==> config.mk <==
export PLATFORM = sky130hd
export DESIGN_NAME = uart_tx
export DESIGN_NICKNAME = d
export VERILOG_FILES = /design/src/rtl/uart_tx.sv
export SDC_FILE = /design/constraint.sdc
export NUM_CORES = 1
export LEC_CHECK = 0
export BUFFER_PORTS_ARGS = -buffer_cell sky130_fd_sc_hd__buf_2
export CAP_MARGIN = 20
export CORE_MARGIN = 1
export CORE_UTILIZATION = 30
export CTS_BUF_LIST = sky130_fd_sc_hd__clkbuf_16
export CTS_CLUSTER_DIAMETER = 150
export DETAILED_ROUTE_END_ITERATION = 6
export PLACE_DENSITY = 0.43
export SETUP_SLACK_MARGIN = 0.5
export SYNTH_ARGS = -nofsm -noshare
export SYNTH_HDL_FRONTEND = slang
export SYNTH_SLANG_ARGS = --single-unit
export TNS_END_PERCENT = 1
==> constraint.sdc <==
create_clock -name clk -period 2.8 [get_ports clk]
set_clock_uncertainty 0.05 [all_clocks]
set_input_delay 0.14 -clock clk [delete_from_list [all_inputs] [get_ports clk]]
set_output_delay 0.14 -clock clk [all_outputs]
set_load 0.02 [all_outputs]
==> src/rtl/uart_tx.sv <==
// Buffered 8N1 UART transmitter: a small byte FIFO feeds a start/data/stop
// shift register that drives TX, one bit every BAUD_DIV clocks.
module uart_tx #(
    parameter int BAUD_DIV   = 21,
    parameter int FIFO_DEPTH = 4
) (
    input  logic       clk,
    input  logic       rst_n,
    input  logic       trmt,
    input  logic [7:0] tx_data,
    output logic       full,
    output logic       busy,
    output logic       tx_done,
    output logic       TX,
    output logic       dbg_state
);

    localparam int PW = $clog2(FIFO_DEPTH);
    localparam logic [PW:0] CNT_FULL  = (PW+1)'(FIFO_DEPTH);
    localparam logic [6:0]  BAUD_LAST = 7'(BAUD_DIV - 1);

    localparam logic IDLE = 1'b0;
    localparam logic XMIT = 1'b1;

    logic [7:0]    mem [FIFO_DEPTH];
    logic [PW-1:0] rd_ptr;
    logic [PW-1:0] wr_ptr;
    logic [PW:0]   count;
    logic [PW:0]   count_next;
    logic          empty;
    logic          push;
    logic          pop;

    logic          state;
    logic [9:0]    shift_reg;
    logic [3:0]    bit_cnt;
    logic [6:0]    baud_cnt;
    logic          baud_tick;

    // Handshake: trmt is a one-cycle push request, accepted whenever full is low;
    // there is no back-pressure wait, so a push while full is simply dropped.
    assign empty     = (count == '0);
    assign push      = trmt && !full;
    assign pop       = (state == IDLE) && !empty;
    assign baud_tick = (baud_cnt == BAUD_LAST);

    always_comb begin
        count_next = count;
        if (push && !pop) begin
            count_next = count + 1'b1;
        end else if (pop && !push) begin
            count_next = count - 1'b1;
        end
    end

    always_ff @(posedge clk) begin
        if (push) begin
            mem[wr_ptr] <= tx_data;
        end
    end

    always_ff @(posedge clk or negedge rst_n) begin
        if (!rst_n) begin
            rd_ptr <= '0;
            wr_ptr <= '0;
            count  <= '0;
            full   <= 1'b0;
        end else begin
            if (push) begin
                wr_ptr <= wr_ptr + 1'b1;
            end
            if (pop) begin
                rd_ptr <= rd_ptr + 1'b1;
            end
            count <= count_next;
            full  <= (count_next == CNT_FULL);
        end
    end

    // The shift register idles at all 1s, so TX stays high between frames
    // and after the stop bit has been shifted out.
    always_ff @(posedge clk or negedge rst_n) begin
        if (!rst_n) begin
            state     <= IDLE;
            shift_reg <= '1;
            bit_cnt   <= '0;
            baud_cnt  <= '0;
            tx_done   <= 1'b0;
        end else begin
            tx_done <= 1'b0;
            if (state == IDLE) begin
                if (!empty) begin
                    shift_reg <= {1'b1, mem[rd_ptr], 1'b0};
                    bit_cnt   <= '0;
                    baud_cnt  <= '0;
                    state     <= XMIT;
                end
            end else begin
                if (baud_tick) begin
                    shift_reg <= {1'b1, shift_reg[9:1]};
                    baud_cnt  <= '0;
                    bit_cnt   <= bit_cnt + 1'b1;
                    if (bit_cnt == 4'd9) begin
                        state   <= IDLE;
                        tx_done <= 1'b1;
                    end
                end else begin
                    baud_cnt <= baud_cnt + 1'b1;
                end
            end
        end
    end

    assign TX        = shift_reg[0];
    assign busy      = (state == XMIT) || !empty;
    assign dbg_state = state;

endmodule

After elaboration in Yosys (flattened, before gate mapping). Memories as Yosys holds them, arrays and structs flattened. Cells that the tools add are included. W data, S select, Z words.

Flip-flop bits (word level): 31. Memory bits (writable): 32. Input bits: 11. Word-level logic and storage cells: 53. Memories: 1.

$add $sub $neg: 6. Equal/unequal tests: 5. Muxes and demuxes: 20. Bitwise operators: 1. Reduce and logical (&&, ||, !) cells: 11.

Memory list: mem (words 4, width 8, rd ports 1, clocked after Yosys merged registers in 0, write ports 1, line 25) `logic [7:0] mem [FIFO_DEPTH];`.

Operators with widths (number): $mux W10 (3); $mux W7 (3); $mux W4 (3); $mux W1 (9); $add A7 B1 Y7 const B (1); $eq A7 B5 Y1 const B (1); $mux W3 (2); $add A2 B1 Y2 const B (2); $add A4 B1 Y4 const B (1); $eq A4 B4 Y1 const B (1); $logic_and A1 B1 Y1 (4); $logic_not A1 Y1 (4); $ne A2 B1 Y1 const B (2); $add A3 B1 Y3 const B (1); $eq A3 B3 Y1 const B (1); $logic_not A3 Y1 (1); $sub A3 B1 Y3 const B (1); $reduce_and A2 Y1 (1); $logic_or A1 B1 Y1 (1); $not A1 Y1 (1).

Depth between registers and ports, before layout. Gate-level depths: netlist (run 1).

Word-level depth: 7. Mapped depth: 9.

Least setup slack after synthesis (run 1). Ideal clock, no wire load.

Path type: register -> register. Start point: register count[0]. End point: register shift_reg[1]. Setup time: 77 ps. Arrival: 1659 ps. Path slack: 1013 ps. Stages on the path, launching flop included: 10. Period minus slack after synthesis: 1787 ps. Cell sequence: dfrtp_1 inv_1 ha_1 nand2b_1 nor2_1 inv_1 and2_1 buf_6 buf_6 a31oi_1.

Cells in the longest elaborated chain, start to end: 3.

Ends and longest elaborated chain: start, declared (line 28) `logic [PW:0] count;`; start signal, assigned (line 75) `count <= count_next;`; $logic_not A3 Y1 (line 42) `assign empty = (count == '0);`; $ne A2 B1 Y1 (no source line); $reduce_and A2 Y1 (no source line); end signal, assigned (line 93) `shift_reg <= {1'b1, mem[rd_ptr], 1'b0};`; end signal, assigned (line 100) `shift_reg <= {1'b1, shift_reg[9:1]};`; end, declared (line 35) `logic [9:0] shift_reg;`.

No other way between the ends. A chain may end at the register's enable or synchronous reset.

Final worst setup path (run 1).
Start point: register count[0]. End point: register shift_reg[3].

Same word-level chain as after synthesis.

==> impl_metrics.csv, run 1 <==
group,metric,value,unit
clock_tree,clockRootBuffer,"clkbuf_16",
sta,slew-limit-headroom,53.9,%
grt,grt.total_usage,11.6,%
floorplan,die_area,0.00944,mm2
drt,vias,1567,
synth,ys_warn_count,0,
setup_path,slowest_stage,"dfrtp_1",
synth,synth.avg_cell_area,13.3,um2
grt,globalRouteOverflowTotal,0,
synth,synth_seq_cells,62,
synth,synth_nets,226,
placement,place_congestion,0.682,
sta,post-route-min-period,2050,ps
setup_path,crit_path_max_fanout,10,
floorplan,start_util,31.0,%
finish,largest_reg_flops,32,
grt,grt_antenna_before_repair,0,
job,maxCapViolations,0,
sta,final_hold_viol_count,0,
clock_tree,postCtsSetupBuffers,0,
drt,via_per_inst,4.52,
setup_path,worst_path_dominant_cell_family,"simple AND/OR/NAND/NOR gates",
grt,grt_start_max_net_pins,31,
finish,syn_to_final_growth,20.4,%
finish,fin_util,37.3,%
grt,grt_pass1_vias,1649,
placement,port_buffers,15,
clock_tree,htreeDepth,3,
setup_path,critPathCaptureType,"register",
sta,rsz0062_at_grt,"false",
clock_tree,clkTransAtPathRegs,60,ps
power,pwr_density_cell,976,mW/mm2
floorplan,io_pins,16,
drt,drc_errors,0,
clock_tree,cts_tree,"done",
floorplan,rows,34,
sta,worstMarginPinSlew,691,ps
sta,setup_viol,0,
setup_path,required,3000,ps
drt,finalWirelength,4890,um
setup_path,critPathBufInv,3,
clock_tree,clock_latency,330,ps
sta,fin_crit_sh,73.2,%
placement,hpwl,3120,um
synth,synthCells,204,
outcome,status,"finished, final reports clean",
finish,layout.nets,256,
sta,drv_slew,0,
hold_path,hold_path.class,"input pin to register",
synth,synth-seq-area-share,63.4,%
finish,drive_gt1_share,22.6,%
drt,dr.pass1.iters,4,
grt,grt_pass1_wl,8220,um
power,p_leak,1.30,nW
sta,fin_tns_setup,0,ps
setup_path,worst-setup-path-type,"register to register",
synth,syn_area,0.00272,mm2
setup_path,arrival,2250,ps
finish,diodes,0,
setup_path,path_cells,"inv_1 -> ha_1 -> nand2b_1 -> nor2_2 -> inv_1 -> and2_1 -> buf_4 -> nor2_1 -> a31oi_1",
setup_path,crit_path_frequent_cell,"inv_1",
drt,first_iter_violations,36,
setup_path,max_stage_delay,390,ps
drt,final_antenna_net_count,0,
clock_tree,cts_buffers,9,
sta,max_freq,0.488,GHz
drt,route.detailed.wl_per_inst,14.1,um
setup_path,startpoint_type,"register",
floorplan,die-height,97.2,um
power,ir_drop,329,uV
floorplan,die_x,97.2,um
floorplan,core,0.00876,mm2
synth,synth_cell_types,35,
clock_tree,clk_path_buf_depth,2,
clock_tree,clock_sinks,62,
==> what timing repair did <==
| action | CTS | global route |
|---|---|---|
| setup endpoints to repair | 0 | 5 |
| hold endpoints to repair | 53 | 0 |
| hold buffers | 9 | 0 |
| gates resized for setup | 0 | 1 |
==> worst paths after layout <==
kind	start	end	slack, ps	cells past startpoint
max	count[0]	shift_reg[3]	750	9
min	trmt	wr_ptr[0]	280	3
max reg2reg	count[0]	shift_reg[3]	750	9
min reg2reg	shift_reg[0]	shift_reg[0]	410	2
max in group asynchronous	rst_n	full	1910	2
min in group asynchronous	rst_n	bit_cnt[0]	340	2
==> Yosys cell counts, drive strengths merged <==
cell | instances | area, um2
edfxtp | 32 | 961
nand2 | 26 | 97.6
dfrtp | 21 | 526
inv | 14 | 52.6
o21ai | 12 | 63.8
ha | 11 | 138
nor2 | 11 | 41.3
dfstp | 9 | 236
mux4 | 8 | 180
a31oi | 7 | 43.8
and2 | 6 | 37.5
clkbuf | 5 | 18.8
nand2b | 5 | 38.8
xor2 | 5 | 43.8
nand3 | 4 | 20.0
xnor2 | 4 | 35.0
a21oi | 3 | 15.0
buf | 3 | 27.5
o22ai | 3 | 18.8
and3 | 2 | 12.5
nand4 | 2 | 12.5
nor3 | 2 | 10.0
nor3b | 2 | 15.0
a21o | 1 | 7.51
mux2i | 1 | 10.0
nor2b | 1 | 6.26
nor4 | 1 | 6.26
o211ai | 1 | 7.51
o31ai | 1 | 7.51
o41ai | 1 | 27.5
==> layout make-up <==
class,count,area (um2)
Fill cell,860,5490
Multi-Input combinational cell,120,898
Sequential cell,62,1720
Timing Repair Buffer,27,188
Clock inverter,7,48.8
Clock buffer,9,225
Inverter,14,52.6
Tap cell,108,135
==> per-layer routing <==
layer	GRT usage (%)	share of wire, %	vias up
met5	0	0	-
li1	-	-	780
met2	17.5	45	19
met1	14.6	50	758
met3	3.96	3.2	10
met4	6.54	2.4	0
==> power by group <==
part / internal, mW / switching [mW] / leakage [nW] / total [mW]
combinational: 0.338 / 0.368 / 0.527 / 0.706
clock: 0.599 / 0.414 / 0.128 / 1.01
sequential: 1.28 / 0.197 / 0.650 / 1.47
==> logic make-up (layout without fill, tap and decap cells) <==
| kind of cell | count (synthesis) | count (layout) | share of synthesized area, % |
|---|---|---|---|
| buffers and inverters | 22 | 57 | 3.64 |
| DFF | 62 | 62 | 63.4 |
| muxes | 9 | 9 | 7.00 |
| xor gates and xnor gates | 9 | 9 | 2.90 |
| AOI/OAI and AO/OA | 29 | 29 | 7.04 |
| adders and majority gates | 11 | 11 | 5.06 |
| and+or+nand+nor | 62 | 62 | 11.0 |
==> cell usage in the layout (no fill, tap or decap), drive strengths merged, types with 6 or more instances in the layout <==
master	synthesis	layout
nor2	11	11
and2	6	6
ha	11	11
inv	14	16
dfrtp	21	21
clkbuf	5	9
nand2	26	26
o21ai	12	12
dfstp	9	9
edfxtp	32	32
buf	3	18
dlygate4sd3	0	9
mux4	8	8
a31oi	7	7
==> metrics by stage <==
step / hold WS [ps] / instances / cell area, um2 / setup WS (ps) / total power, mW
3_5_place_dp: 181 / 322 / 2900 / 692 / 2.20
2_1_floorplan: -206 / 204 / 2720 / 1010 / 2.01
3_3_place_gp: 183 / 322 / 2900 / 687 / 2.20
5_1_grt: 326 / 347 / 3270 / 544 / 3.40
6_report: 283 / 347 / 3270 / 749 / 3.19
4_1_cts: 263 / 347 / 3270 / 679 / 3.24
==> worst register-to-register path, stage by stage (launching register included) <==
cell      delay, ps
dfrtp_1         390
inv_1            80
ha_1            190
nand2b_1        170
nor2_2          100
inv_1           190
and2_1          390
buf_4           240
nor2_1           50
a31oi_1         130
Note: power is estimated with default switching activity, not from simulation.
==> run 2: changes to the inputs <==
==> constraint.sdc (replaced) <==
create_clock -name clk -period 1.9 [get_ports clk]
set_clock_uncertainty 0.05 [all_clocks]
set_input_delay 0.095 -clock clk [delete_from_list [all_inputs] [get_ports clk]]
set_output_delay 0.095 -clock clk [all_outputs]
set_load 0.02 [all_outputs]
==> impl_metrics.csv, run 2 (same netlist as run 1, synthesis figures left out) <==
group,metric,value,unit
grt,grt.total_usage,11.6,%
floorplan,io_pins,16,
clock_tree,clockRootBuffer,"clkbuf_16",
setup_path,path_cells,"inv_2 -> ha_4 -> nand2b_4 -> o41ai_4 -> and2_4 -> buf_4 -> nor2_1 -> a31oi_1",
drt,final_antenna_net_count,0,
placement,place_congestion,0.681,
grt,grt_start_max_net_pins,31,
sta,setup_viol,0,
clock_tree,clk_path_buf_depth,2,
finish,most-common-layout-cells,"32 x edfxtp_1, 26 x nand2_1, 21 x dfrtp_1",
grt,globalRouteOverflowTotal,0,
hold_path,whs_endpoint,"wr_ptr[0]",
finish,fill_cells,832,
sta,fin_tns_setup,0,ps
finish,syn_to_final_growth,27.2,%
finish,largest_reg_flops,32,
finish,design_area,0.00346,mm2
floorplan,rows,34,
setup_path,arrival,1870,ps
sta,slew-limit-headroom,54.2,%
grt,grt_antenna_before_repair,0,
power,power_frac_comb,25.6,%
clock_tree,clkTransAtPathRegs,50,ps
floorplan,die_x,97.2,um
floorplan,die-height,97.2,um
finish,diodes,0,
drt,first_iter_violations,46,
placement,place_ws,161,ps
clock_tree,clock_sinks,62,
hold_path,hold_path_depth,4,
finish,final_common_cell,"edfxtp_1",
hold_path,hold_path.class,"input pin to register",
power,switchingPower,1.48,mW
finish,seqCellArea,0.00172,mm2
grt,top_usage_layer,"met2",
finish,layout.nets,271,
sta,max_freq,0.593,GHz
sta,setup_slack,213,ps
placement,port_buffers,15,
power,pwr_density_cell,1450,mW/mm2
power,p_sw_share,29.5,%
setup_path,startpoint_type,"register",
finish,fin_util,39.4,%
sta,whs,199,ps
sta,worstMarginPinSlew,688,ps
power,power_frac_clock,32.0,%
setup_path,max_stage_delay,380,ps
finish,drive_gt1_share,31.5,%
power,sequentialPowerShare,42.4,%
power,ir_drop,513,uV
setup_path,slowest_stage,"dfrtp_1",
job,maxCapViolations,0,
setup_path,required,2090,ps
drt,drc_errors,0,
setup_path,critPathCaptureType,"register",
floorplan,start_util,31.0,%
setup_path,crit_path_max_fanout,7,
setup_path,r2r_start,"baud_cnt[1]",
clock_tree,clock_latency,320,ps
grt,gr-usage-met1,14.4,%
placement,place_area,0.00297,mm2
setup_path,r2r_cells,8,
clock_tree,htreeDepth,3,
setup_path,r2r_slack,210,ps
sta,drv_slew,0,
grt,gr-usage-met3,4.10,%
power,p_int,3.54,mW
drt,via_per_inst,4.46,
drt,route.detailed.wl_per_inst,13.6,um
drt,finalWirelength,4910,um
placement,hpwl,3160,um
setup_path,critPathLaunch,"baud_cnt[1]",
sta,post-route-min-period,1690,ps
floorplan,core,0.00876,mm2
floorplan,die_area,0.00944,mm2
hold_path,min-delay-start,"trmt",
setup_path,worst-setup-path-type,"register to register",
clock_tree,cts_buffers,9,
grt,grt_pass1_vias,1724,
finish,multi_input_area,941,um2
outcome,status,"finished, final reports clean",
drt,dr.pass1.iters,4,
grt,grt_pass1_wl,8340,um
setup_path,r2r-end,"shift_reg[7]",
clock_tree,cts_tree,"done",
sta,fin_crit_sh,88.8,%
grt,gr-usage-met2,18.1,%
sta,final_hold_viol_count,0,
drt,vias,1615,
sta,rsz0062_at_grt,"true",
power,p_leak,1.41,nW
==> run 2: changes by cell type in the layout (fill, tap and decap cells not counted), moves of 2 or more <==
cell      before  now
nand2b_1       4    2
buf_4          3   15
and2_1         6    4
buf_6          0    2
nand2b_4       1    3
clkinv_1       2    0
inv_1         13   11
and2_4         0    2
inv_2          1    4
==> run 2: how the worst max path moves through the flow <==
stage          slack [ps]           end
3_3_place_gp          170          full
5_1_grt               130  shift_reg[5]
6_report              210  shift_reg[7]
2_1_floorplan         170    bit_cnt[2]
3_5_place_dp          160          full
4_1_cts               260  shift_reg[2]
==> run 2: critical path, delay by kind of cell (launching register included) <==
family,cells,cell delay [ps]
adder cells (fa/ha/maj),1,140
flip-flops,1,380
AND/OR/NAND/NOR,3,330
buffers and inverters,2,230
AO/OA/AOI/OAI,2,470
==> run 2: area by class of cell <==
cell class,instances,share of cell area (%)
Clock inverter,7,2.17
Clock buffer,9,6.51
Multi-Input combinational cell,120,27.2
Tap cell,108,3.91
Timing Repair Buffer,42,8.83
Sequential cell,62,49.8
Inverter,14,1.52
==> run 2: through the flow <==
step | cells | power [mW]
finish | 362 | 5.02
global route | 362 | 5.37
CTS | 358 | 5.01
detailed placement | 330 | 3.28
global placement | 330 | 3.27
floorplan | 204 | 2.97
==> run 2: metal layers <==
layer	vias to the layer above	part of all wire [%]
met4	0	0.77
met1	782	48
met3	2	2.9
met2	19	48
met5	-	0
li1	812	-
==> run 2: power by group through the flow <==
stage / logic (mW) / clock network [mW] / registers [mW]
2_1_floorplan: 0.872 / 0 / 2.10
3_3_place_gp: 1.12 / 0 / 2.15
3_5_place_dp: 1.13 / 0 / 2.16
4_1_cts: 1.23 / 1.65 / 2.13
5_1_grt: 1.47 / 1.72 / 2.19
6_report: 1.29 / 1.61 / 2.13
==> run 2: timing repair <==
item                                    in CTS  in global routing
endpoints found under the setup margin      52                 56
gates cloned                                 0                  1
hold buffers                                 9                  0
gates resized for setup                      6                  6
pin swaps                                    2                  4
hold endpoints to repair                    53                  0
buffers inserted                             3                  3
==> run 3: changes to the inputs <==
--- a/config.mk
+++ b/config.mk
@@ -9,7 +9,6 @@
 export CAP_MARGIN = 20
 export CORE_MARGIN = 1
 export CORE_UTILIZATION = 30
-export CTS_BUF_LIST = sky130_fd_sc_hd__clkbuf_16
 export CTS_CLUSTER_DIAMETER = 150
 export DETAILED_ROUTE_END_ITERATION = 6
 export PLACE_DENSITY = 0.43
==> impl_metrics.csv, run 3 (same netlist as run 1, synthesis figures left out) <==
group,metric,value,unit
grt,globalRouteOverflowTotal,0,
setup_path,r2r-end,"shift_reg[7]",
grt,gr-usage-met2,17.9,%
grt,gr-usage-met3,4.32,%
sta,drv_slew,0,
grt,grt_pass1_wl,8270,um
hold_path,hold_path.class,"input pin to register",
floorplan,io_pins,16,
clock_tree,htreeDepth,3,
placement,port_buffers,15,
setup_path,worst-setup-path-type,"register to register",
finish,diodes,0,
placement,place_congestion,0.681,
placement,place_ws,161,ps
setup_path,r2r_slack,220,ps
sta,post-route-min-period,1680,ps
clock_tree,clock_latency,340,ps
clock_tree,clock_sinks,62,
power,p_leak,1.37,nW
floorplan,start_util,31.0,%
sta,fin_tns_setup,0,ps
grt,grt.total_usage,11.6,%
drt,route.detailed.wl_per_inst,13.4,um
grt,grt_pass1_vias,1706,
grt,top_usage_layer,"met2",
hold_path,whs_endpoint,"wr_ptr[0]",
sta,worstMarginPinSlew,690,ps
outcome,status,"finished, final reports clean",
finish,final_common_cell,"edfxtp_1",
finish,largest_reg_flops,32,
hold_path,hold_path_depth,4,
job,maxCapViolations,0,
power,ir_drop,466,uV
power,finalPower,4.59,mW
floorplan,die_area,0.00944,mm2
grt,gr-usage-met1,14.3,%
sta,slew-limit-headroom,54.0,%
drt,vias,1618,
finish,layout.nets,273,
clock_tree,clkTransAtPathRegs,70,ps
floorplan,die-height,97.2,um
sta,setup_slack,217,ps
sta,fin_crit_sh,88.6,%
drt,dr.pass1.iters,4,
drt,final_antenna_net_count,0,
setup_path,startpoint_type,"register",
setup_path,r2r_start,"baud_cnt[1]",
grt,grt_start_max_net_pins,31,
setup_path,crit_path_max_fanout,7,
setup_path,required,2110,ps
power,pwr_density_cell,1360,mW/mm2
drt,drc_errors,0,
clock_tree,cts_buffers,9,
drt,finalWirelength,4890,um
drt,first_iter_violations,61,
sta,setup_viol,0,
sta,max_freq,0.594,GHz
grt,grt_antenna_before_repair,0,
floorplan,die_x,97.2,um
clock_tree,cts_tree,"done",
sta,final_hold_viol_count,0,
floorplan,rows,34,
clock_tree,clk_path_buf_depth,2,
finish,syn_to_final_growth,23.8,%
finish,drive_gt1_share,31.6,%
sta,rsz0062_at_grt,"true",
drt,via_per_inst,4.45,
floorplan,core,0.00876,mm2
hold_path,min-delay-start,"trmt",
setup_path,arrival,1890,ps
clock_tree,clockRootBuffer,"clkbuf_8",
finish,most-common-layout-cells,"32 x edfxtp_1, 26 x nand2_1, 21 x dfrtp_1",
setup_path,critPathCaptureType,"register",
setup_path,r2r_cells,8,
placement,hpwl,3160,um
-- run 3: cell count changes in the layout (fill, tap and decap cells not counted), sizes merged --
| cell | before | now |
|---|---|---|
| inv | 16 | 15 |
| clkbuf | 9 | 10 |
| buf | 33 | 35 |
-- run 3: layout make-up --
| cell class | instances | area [um2] |
|---|---|---|
| flip-flops and latches | 62 | 1720 |
| clock inverters | 6 | 71.3 |
| clock buffers | 10 | 128 |
| inverters | 14 | 52.6 |
| repair buffers | 44 | 323 |
| multi-input cells | 120 | 933 |
| fillers | 851 | 5400 |
| well taps | 108 | 135 |
-- run 3: worst max-delay path by stage --
stage           startpoint            to  slack (ps)  depth (start not counted)
6_report       baud_cnt[1]  shift_reg[7]         220                          8
5_1_grt        baud_cnt[1]  shift_reg[5]         120                          8
4_1_cts        baud_cnt[1]  shift_reg[2]         260                          8
3_5_place_dp      count[1]          full         160                          7
3_3_place_gp      count[1]          full         170                          7
2_1_floorplan  baud_cnt[0]    bit_cnt[2]         170                          8
-- run 3: metrics by stage --
| stage | instance area (um2) | util (%) | std cells | hold WS [ps] |
|---|---|---|---|---|
| after floorplan | 2720 | - | 204 | -251 |
| after global placement | 2970 | 33.9 | 330 | 130 |
| after detailed placement | 2970 | 33.9 | 330 | 134 |
| after CTS | 3310 | 37.8 | 360 | 172 |
| after global routing | 3370 | 38.4 | 364 | 197 |
| final | 3370 | 38.4 | 364 | 180 |
-- run 3: power by group --
| part | internal, mW | leakage [nW] | switching [mW] | total, mW |
|---|---|---|---|---|
| sequential | 1.88 | 0.650 | 0.235 | 2.11 |
| combinational | 0.666 | 0.623 | 0.658 | 1.32 |
| clock | 0.614 | 0.0931 | 0.535 | 1.15 |
-- run 3: per-layer routing --
layer | up-vias | wire length (um)
met5 | - | 0
met4 | 0 | 71
met3 | 8 | 154
met2 | 23 | 2340
met1 | 771 | 2320
li1 | 816 | -
-- run 3: what timing repair did --
item | in CTS | in global routing
endpoints found under the hold margin | 53 | 0
hold buffers | 9 | 0
buffers inserted | 5 | 3
setup endpoints to repair | 52 | 58
pin swaps | 2 | 4
gates cloned | 0 | 1
resized for setup | 6 | 6
-- run 3: critical path, cell delays in order, from the launching register on --
cell      delay [ps]
dfrtp_1          390
inv_2             90
ha_4             140
nand2b_4          60
o41ai_4          320
and2_4           230
buf_4            140
nor2_1            40
a31oi_1          140
